**config.mk**
```make
export PLATFORM = sky130hd
export DESIGN_NAME = muldiv_sequencer
export DESIGN_NICKNAME = d
export VERILOG_FILES = /design/src/rtl/muldiv_sequencer.sv
export SDC_FILE = /design/constraint.sdc
export NUM_CORES = 1
export LEC_CHECK = 0
export ABC_AREA = 1
export ABC_CLOCK_PERIOD_IN_PS = 2690
export CORE_ASPECT_RATIO = 1.1
export CORE_MARGIN = 4
export CORE_UTILIZATION = 25
export CTS_CLUSTER_DIAMETER = 80
export CTS_CLUSTER_SIZE = 16
export DETAILED_ROUTE_END_ITERATION = 8
export GPL_TIMING_DRIVEN = 0
export PLACE_DENSITY = 0.48
export SETUP_SLACK_MARGIN = 0.3
export SYNTH_ARGS = -nofsm -noshare
export SYNTH_HDL_FRONTEND = slang
export SYNTH_SLANG_ARGS = --single-unit
```
**constraint.sdc**
```tcl
create_clock -name clk -period 2.69 [get_ports clk]
set_input_delay 0.538 -clock clk [delete_from_list [all_inputs] [get_ports clk]]
set_output_delay 0.538 -clock clk [all_outputs]
set_load 0.05 [all_outputs]
```
**src/rtl/muldiv_sequencer.sv**
```systemverilog
// Multi-cycle MULT/DIV sequencer (shift-add multiply, restoring divide) with HI/LO result registers.
// Define MULDIV_SIGNED_EN for two's-complement operands; the default build is unsigned.
module muldiv_sequencer #(
  parameter int         WIDTH   = 32,
  parameter logic [3:0] OP_MULT = 4'd6,
  parameter logic [3:0] OP_DIV  = 4'd7
) (
  input  logic             clk,
  input  logic             rst_n,
  input  logic             start,
  input  logic [3:0]       alu_op,
  input  logic [WIDTH-1:0] op_a,
  input  logic [WIDTH-1:0] op_b,
  input  logic             flush,
  output logic             busy,
  output logic             done,
  output logic [WIDTH-1:0] hi,
  output logic [WIDTH-1:0] lo
);
  localparam int CW = $clog2(WIDTH);
  localparam logic [CW-1:0] LAST = CW'(WIDTH - 1);

  typedef enum logic [1:0] {S_IDLE, S_RUN, S_DONE} state_t;

  state_t             r_state;
  logic               r_busy;
  logic               r_done;
  logic [WIDTH-1:0]   r_hi;
  logic [WIDTH-1:0]   r_lo;
  logic [CW-1:0]      r_cnt;
  logic [2*WIDTH-1:0] r_acc;
  logic [WIDTH-1:0]   r_opnd;
  logic [WIDTH-1:0]   r_a_raw;
  logic               r_is_div;
  logic               r_dz;
`ifdef MULDIV_SIGNED_EN
  logic               r_neg_res;
  logic               r_neg_rem;
`endif

  logic [WIDTH-1:0]   w_mag_a;
  logic [WIDTH-1:0]   w_mag_b;
  logic [WIDTH:0]     w_mul_sum;
  logic [WIDTH:0]     w_div_shift;
  logic [WIDTH-1:0]   w_div_diff;
  logic               w_div_ge;
  logic [2*WIDTH-1:0] w_acc_next;
  logic [WIDTH-1:0]   w_hi_res;
  logic [WIDTH-1:0]   w_lo_res;
  logic               w_accept;

`ifdef MULDIV_SIGNED_EN
  assign w_mag_a = op_a[WIDTH-1] ? -op_a : op_a;
  assign w_mag_b = op_b[WIDTH-1] ? -op_b : op_b;
`else
  assign w_mag_a = op_a;
  assign w_mag_b = op_b;
`endif

  assign w_accept = start && !flush && ((alu_op == OP_MULT) || (alu_op == OP_DIV));

  // r_acc holds {partial product, multiplier} for MULT and {remainder, dividend/quotient} for DIV.
  always_comb begin
    w_mul_sum   = {1'b0, r_acc[2*WIDTH-1:WIDTH]} + (r_acc[0] ? {1'b0, r_opnd} : '0);
    w_div_shift = {r_acc[2*WIDTH-1:WIDTH], r_acc[WIDTH-1]};
    w_div_ge    = (w_div_shift >= {1'b0, r_opnd});
    w_div_diff  = w_div_shift[WIDTH-1:0] - r_opnd;
    if (r_is_div)
      w_acc_next = {(w_div_ge ? w_div_diff : w_div_shift[WIDTH-1:0]), r_acc[WIDTH-2:0], w_div_ge};
    else
      w_acc_next = {w_mul_sum, r_acc[WIDTH-1:1]};
  end

  always_comb begin
    w_hi_res = w_acc_next[2*WIDTH-1:WIDTH];
    w_lo_res = w_acc_next[WIDTH-1:0];
`ifdef MULDIV_SIGNED_EN
    if (r_is_div) begin
      if (r_neg_res) w_lo_res = -w_acc_next[WIDTH-1:0];
      if (r_neg_rem) w_hi_res = -w_acc_next[2*WIDTH-1:WIDTH];
    end else if (r_neg_res) begin
      {w_hi_res, w_lo_res} = -w_acc_next;
    end
`endif
    if (r_is_div && r_dz) begin
      w_hi_res = r_a_raw;
      w_lo_res = '1;
    end
  end

  always_ff @(posedge clk or negedge rst_n) begin
    if (!rst_n) begin
      r_state   <= S_IDLE;
      r_busy    <= 1'b0;
      r_done    <= 1'b0;
      r_hi      <= '0;
      r_lo      <= '0;
      r_cnt     <= '0;
      r_acc     <= '0;
      r_opnd    <= '0;
      r_a_raw   <= '0;
      r_is_div  <= 1'b0;
      r_dz      <= 1'b0;
`ifdef MULDIV_SIGNED_EN
      r_neg_res <= 1'b0;
      r_neg_rem <= 1'b0;
`endif
    end else begin
      r_done <= 1'b0;
      case (r_state)
        S_IDLE: begin
          if (w_accept) begin
            r_state   <= S_RUN;
            r_busy    <= 1'b1;
            r_cnt     <= '0;
            r_is_div  <= (alu_op == OP_DIV);
            r_acc     <= {{WIDTH{1'b0}}, (alu_op == OP_DIV) ? w_mag_a : w_mag_b};
            r_opnd    <= (alu_op == OP_DIV) ? w_mag_b : w_mag_a;
            r_a_raw   <= op_a;
            r_dz      <= (op_b == '0);
`ifdef MULDIV_SIGNED_EN
            r_neg_res <= op_a[WIDTH-1] ^ op_b[WIDTH-1];
            r_neg_rem <= op_a[WIDTH-1];
`endif
          end
        end
        S_RUN: begin
          if (flush) begin
            r_state <= S_IDLE;
            r_busy  <= 1'b0;
            r_cnt   <= '0;
          end else begin
            r_acc <= w_acc_next;
            r_cnt <= r_cnt + CW'(1);
            if (r_cnt == LAST) begin
              r_state <= S_DONE;
              r_done  <= 1'b1;
              r_hi    <= w_hi_res;
              r_lo    <= w_lo_res;
            end
          end
        end
        S_DONE: begin
          r_state <= S_IDLE;
          r_busy  <= 1'b0;
        end
        default: begin
          r_state <= S_IDLE;
          r_busy  <= 1'b0;
        end
      endcase
    end
  end

  assign busy = r_busy;
  assign done = r_done;
  assign hi   = r_hi;
  assign lo   = r_lo;
endmodule

```
==> results.json, run 1 <==
{
  "reg2regPathDepth": 17,
  "status": "complete, but fails checks",
  "avgSynthCellArea_um2": 6.42,
  "switching_share_pct": 52.6,
  "holdWs_ps": 482,
  "p_clk_share_pct": 9.1,
  "rrSetupSlack_ps": -70,
  "clock.fmax_mhz": 362,
  "grt_pass1_vias": 17200,
  "grt_usage_pct": 22.2,
  "ios": 138,
  "postRouteAntennaNets": 0,
  "drv_slew": 0,
  "numClockSinks": 203,
  "vias": 16900,
  "syn_inst": 2321,
  "wl_per_cell_um": 21.5,
  "core_mm2": 0.0588,
  "finalClockSkew_ps": 21.3,
  "period_share_pct": 103,
  "syn_area_mm2": 0.0149,
  "violations": "setup timing",
  "ys_ff_latch": 203,
  "firstDrtPassIters": 6,
  "worst_slack_ps": -69.1,
  "cts_root_buf": "clkbuf_16",
  "power_density_mw_per_mm2": 1260,
  "fin_area_mm2": 0.0223,
  "port_buffers": 137,
  "clockBufferDepth": 3,
  "cts_tree": "done",
  "hp-class": "register to register",
  "rsz0062_at_grt": "yes",
  "post-synth-top-count-cell": "nand2_1",
  "synthesis.nets": 2461,
  "cts.clk_slew.worst_paths_ps": 80,
  "path_max_fanout": 6,
  "synth_edf_count": 0,
  "end_kind": "register",
  "ir_drop_mv": 0.487,
  "seqPwrFrac_pct": 16.9,
  "cell_internal_pwr_uw": 13400,
  "switching_power_uw": 14800,
  "timing.setup.tns_ps": -326,
  "clk-insertion-delay-late_ps": 520,
  "required_ps": 3090,
  "grt_pass1_wl_um": 107000,
  "drive_gt1_share_pct": 29.1,
  "synth_cell_type_count": 42,
  "synthFlopType": "dfrtp_1",
  "die_h_um": 264,
  "dp_hpwl_um": 57000,
  "synth_area_leaders": "dfrtp_1 34%, nand2_1 19%, inv_1 8.5%",
  "drt_iter0_markers": 1003,
  "dpl_cell_area_mm2": 0.0173,
  "cp-start-kind": "register",
  "hold_depth": 2,
  "start_util_pct": 25.4,
  "synth_common_cells": "764 x nand2_1, 336 x inv_1, 206 x o21ai_0",
  "maxCapViolCount": 0,
  "syn_to_final_growth_pct": 49.4,
  "synth_warnings": 0,
  "routabilityCongestion": 1.00,
  "leakagePower_uw": 0.0110,
  "crit_type": "register to register",
  "register_area_mm2": 0.00512,
  "insertedDiodeCount": 0,
  "async_flop_share_pct": 100,
  "drcViolationCount": 0,
  "power_frac_comb_pct": 74.0,
  "die_w_um": 241,
  "finalNetCount": 2783,
  "yosys.area.top_type": "dfrtp_1",
  "final_util_pct": 37.9,
  "relSlewSlack_pct": 29.6,
  "finalSetupViolCount": 8,
  "multiInputGateArea_mm2": 0.0109,
  "hold_viol_final": 0,
  "min_period_ps": 2760,
  "cts_buffers": 18,
  "fillers": 6057,
  "cts-htree-levels": 1,
  "ys_seq_area_share_pct": 34.1,
  "wirelength_um": 73400,
  "grt_max_degree": 90,
  "gr-total-overflow": 0,
  "rows": 93,
  "tightest_slew_ps": 1060,
  "crit_arrival_ps": 3160,
  "die_area_mm2": 0.0636,
  "vias_per_cell": 4.96,
  "netlist.area_leader.share_pct": 34.1,
  "antenna_found_initial": 0
}
## worst max-delay path, cell delays in order, from the launching register on
cell and delay [ps]:
dfrtp_1 390, buf_8 150, clkbuf_16 160, buf_6 130, nand2_4 70, inv_2 50, ha_4 240, buf_6 130
a21oi_4 240, nor2_2 60, nor2_1 120, nand2_2 100, a21oi_2 200, nand3b_1 160, nand3_4 120, nand4_1 160
nand2_1 110, nand2_1 50
## cell usage in the layout (no fill, tap or decap), types with 16 or more instances in the layout
| master | count |
|---|---|
| a21oi_4 | 17 |
| nor2_2 | 29 |
| clkdlybuf4s50_1 | 136 |
| a21oi_1 | 112 |
| dfrtp_2 | 31 |
| nor2_1 | 128 |
| dfrtp_1 | 172 |
| nand3_1 | 67 |
| nand2_2 | 104 |
| ha_4 | 59 |
| o21ai_0 | 187 |
| nand3_4 | 29 |
| inv_2 | 65 |
| nand2_1 | 605 |
| nand3_2 | 41 |
| buf_4 | 135 |
| nand2_4 | 56 |
| nand4_1 | 59 |
| nor2_4 | 28 |
| clkbuf_2 | 19 |
| clkbuf_16 | 21 |
| inv_1 | 272 |
| a21oi_2 | 16 |
| buf_6 | 22 |
| clkbuf_1 | 32 |
## stage by stage
| step | setup WS, ps | power [uW] | cells |
|---|---|---|---|
| 6_report | -69.1 | 28200 | 3405 |
| 5_1_grt | -149 | 29900 | 3405 |
| 4_1_cts | -74.0 | 25900 | 3360 |
| 3_5_place_dp | -1000 | 18300 | 3220 |
| 3_3_place_gp | -8170 | 18200 | 3218 |
| 2_1_floorplan | 327 | 13300 | 2321 |
## routing by layer
| metal | GRT usage, % | part of all wire, % | wire length (um) | up-vias |
|---|---|---|---|---|
| li1 | - | - | - | 8069 |
| met1 | 27.2 | 40 | 29700 | 8163 |
| met2 | 39.8 | 50 | 36900 | 516 |
| met3 | 2.18 | 4.5 | 3270 | 152 |
| met4 | 9.14 | 4.8 | 3510 | 0 |
| met5 | 0 | 0 | 0 | - |
## final timing paths
kind,startpoint,end
min in group asynchronous,rst_n,lo[25]
worst min register to register,hi[6],hi[6]
worst max register to register,r_acc[0],hi[24]
worst min-delay path,hi[6],hi[6]
max in group asynchronous,rst_n,r_acc[34]
worst max-delay path,r_acc[0],hi[24]
## kinds of logic after synthesis
group	after synthesis	synth area share (%)
XOR/XNOR	16	0.940
AND/OR/NAND/NOR	1183	33.1
AO/OA/AOI/OAI	418	14.8
adder cells (fa/ha/maj)	68	5.81
buffers and inverters	433	11.3
flip-flops	203	34.1
## power groups by stage
stage | sequential (uW) | clock [uW] | combinational [uW]
floorplan | 4590 | 0 | 8750
global placement | 4840 | 0 | 13400
finish | 4760 | 2560 | 20800
CTS | 4760 | 2650 | 18500
detailed placement | 4840 | 0 | 13500
global route | 4850 | 2750 | 22300
## registers in the layout, summed over array words and instances (netlist names)
name / count
r_cnt: 5
r_acc: 64
r_is_div: 1
r_state: 2
hi: 32
done: 1
r_opnd: 32
busy: 1
r_a_raw: 32
lo: 32
r_dz: 1
## timing repair
item	CTS	global route
setup buffers	114	45
endpoints found under the setup margin	152	165
hold buffers	1	0
endpoints found under the hold margin	35	0
pin swaps	115	159
gates resized for setup	506	274
gates cloned	3	0
## area by class of cell
type | instances | share of cell area [%]
buffer | 87 | 2.35
clock buffer | 19 | 2.13
clock inverter | 3 | 0.219
inverter | 346 | 5.93
multi-input combinational | 1685 | 49.1
sequential | 203 | 23.0
tap | 760 | 4.27
timing repair buffer | 302 | 13.0
Note: power is estimated with default switching activity, not from simulation.
==> inputs of run 2 (changes only) <==
MAX_ROUTING_LAYER = met4   (was not set)
==> results.json, run 2 (synthesis results as in run 1) <==
{
  "vias_per_cell": 4.96,
  "final_common_cell": "nand2_1",
  "antenna_found_initial": 0,
  "finalClockSkew_ps": 17.7,
  "holdWs_ps": 64.1,
  "drv_slew": 0,
  "cts.clk_slew.worst_paths_ps": 80,
  "clk-insertion-delay-late_ps": 510,
  "tightest_slew_ps": 881,
  "vias": 16900,
  "crit_buf_inv": 4,
  "drt_iter0_markers": 1096,
  "cts_hold_buf": 0,
  "leakagePower_uw": 0.0109,
  "die_h_um": 264,
  "syn_to_final_growth_pct": 49.2,
  "multiInputGateArea_mm2": 0.0110,
  "cts_tree": "done",
  "worstReg2RegStart": "r_acc[0]",
  "grt_max_degree": 113,
  "die_area_mm2": 0.0636,
  "path_common_cell": "nand2_2",
  "grt_pass1_wl_um": 106000,
  "maxCapViolCount": 0,
  "port_buffers": 137,
  "critPathMaxStageDelay_ps": 420,
  "relSlewSlack_pct": 41.3,
  "fillers": 6120,
  "path_max_fanout": 7,
  "cts_root_buf": "clkbuf_16",
  "cp-start-kind": "register",
  "postRouteAntennaNets": 0,
  "drive_gt1_share_pct": 30.3,
  "path_cells": "buf_8 > clkbuf_16 > nand2_4 > inv_4 > ha_4 > inv_2 > fa_2 > o21ai_4 > nand2_1 > nand2_2 > nand2_2 > nand2_4 > a21oi_2 > o21ai_2 > nand4_1 > nand2_2 > nand2_1",
  "crit_cells": 17,
  "fin_area_mm2": 0.0223,
  "register_area_mm2": 0.00512,
  "clockBufferDepth": 3,
  "grt_usage_pct": 22.7,
  "period_share_pct": 102,
  "wl_per_cell_um": 21.7,
  "violations": "setup timing",
  "rsz0062_at_grt": "yes",
  "power_density_mw_per_mm2": 1280,
  "gr-total-overflow": 0,
  "routabilityCongestion": 0.997,
  "dp_hpwl_um": 56400,
  "finalNetCount": 2779,
  "rrSetupSlack_ps": -50,
  "ios": 138,
  "finalSetupViolCount": 4,
  "hold_viol_final": 0,
  "min_period_ps": 2740,
  "crit_arrival_ps": 3150,
  "insertedDiodeCount": 0,
  "worst_slack_ps": -49.3,
  "drcViolationCount": 0,
  "numClockSinks": 203,
  "most-common-layout-cells": "582 x nand2_1, 270 x inv_1, 184 x o21ai_0, 172 x dfrtp_1, 136 x clkdlybuf4s50_1",
  "slowest_stage": "fa_2",
  "status": "complete, but fails checks",
  "r2r-end": "hi[13]",
  "core_mm2": 0.0588,
  "largest_reg_flops": 64,
  "cts_buffers": 17,
  "hp-class": "primary input to asynchronous set/reset pin",
  "grt_pass1_vias": 17100,
  "die_w_um": 241,
  "reg2regPathDepth": 17,
  "end_kind": "register",
  "ir_drop_mv": 0.520,
  "clock.fmax_mhz": 365,
  "cts-htree-levels": 1,
  "wirelength_um": 73700,
  "firstDrtPassIters": 5,
  "path_delay_family": "simple AND/OR/NAND/NOR gates",
  "crit_type": "register to register",
  "regMostFlops": "r_acc",
  "rows": 93,
  "dpl_cell_area_mm2": 0.0173,
  "start_util_pct": 25.4,
  "required_ps": 3100
}
-- run 2: cell count changes in the layout (fill, tap and decap cells not counted), moves of 4 or more --
cell,change
a21oi_2,+4
a21oi_4,-4
buf_12,-5
buf_6,+5
inv_4,+6
nand2_1,-23
nand2_2,+28
nand2_4,-5
nand3_1,-4
nand3_2,+4
nor2_2,-8
nor2_4,+11
o21ai_1,+4
-- run 2: repair_timing --
action	CTS	global route
gates cloned	2	2
gates resized for setup	539	295
endpoints found under the setup margin	152	172
pin swaps	135	194
setup buffers	114	43
-- run 2: where the power goes --
group          switching, uW  total, uW  internal [uW]  leakage [uW]
Clock                   1240       2420           1180      0.000229
Sequential               652       4710           4060       0.00253
Combinational          13100      21300           8150       0.00813
Total                  15000      28400          13400        0.0109
-- run 2: area by class of cell --
cell class              instances  share of cell area, %
clock buffers                  18                   1.97
plain buffers                  87                   2.41
repair buffers                299                   12.7
well taps                     760                   4.27
clock inverters                 2                  0.101
multi-input cells            1685                   49.6
inverters                     346                   5.99
flip-flops and latches        203                   23.0
-- run 2: worst max-delay path by stage --
stage / end / slack [ps] / start
2_1_floorplan: hi[29] / 330 / r_acc[0]
3_3_place_gp: r_acc[35] / -8150 / rst_n
3_5_place_dp: hi[11] / -1020 / r_acc[0]
4_1_cts: hi[11] / -60 / r_acc[0]
5_1_grt: hi[27] / -110 / r_acc[0]
6_report: hi[13] / -50 / r_acc[0]
-- run 2: metrics by stage --
step	util, %	setup TNS (ps)	setup slack [ps]	power (uW)	std cells
after CTS	35.5	-82.9	-55.1	25700	3355
after global placement	29.3	-1701690	-8150	18200	3218
after detailed placement	29.4	-60810	-1020	18200	3219
after floorplan	-	0	327	13300	2321
final	37.9	-115	-49.3	28400	3400
after global routing	37.9	-1160	-115	30100	3400
-- run 2: routing by layer --
metal	wire, um	share of wire, %	global-route usage (%)	up-vias
met5	0	0	-	-
met4	3330	4.5	8.70	0
met3	3230	4.4	1.77	154
met2	37400	51	40.1	512
met1	29800	40	26.9	8141
li1	-	-	-	8046
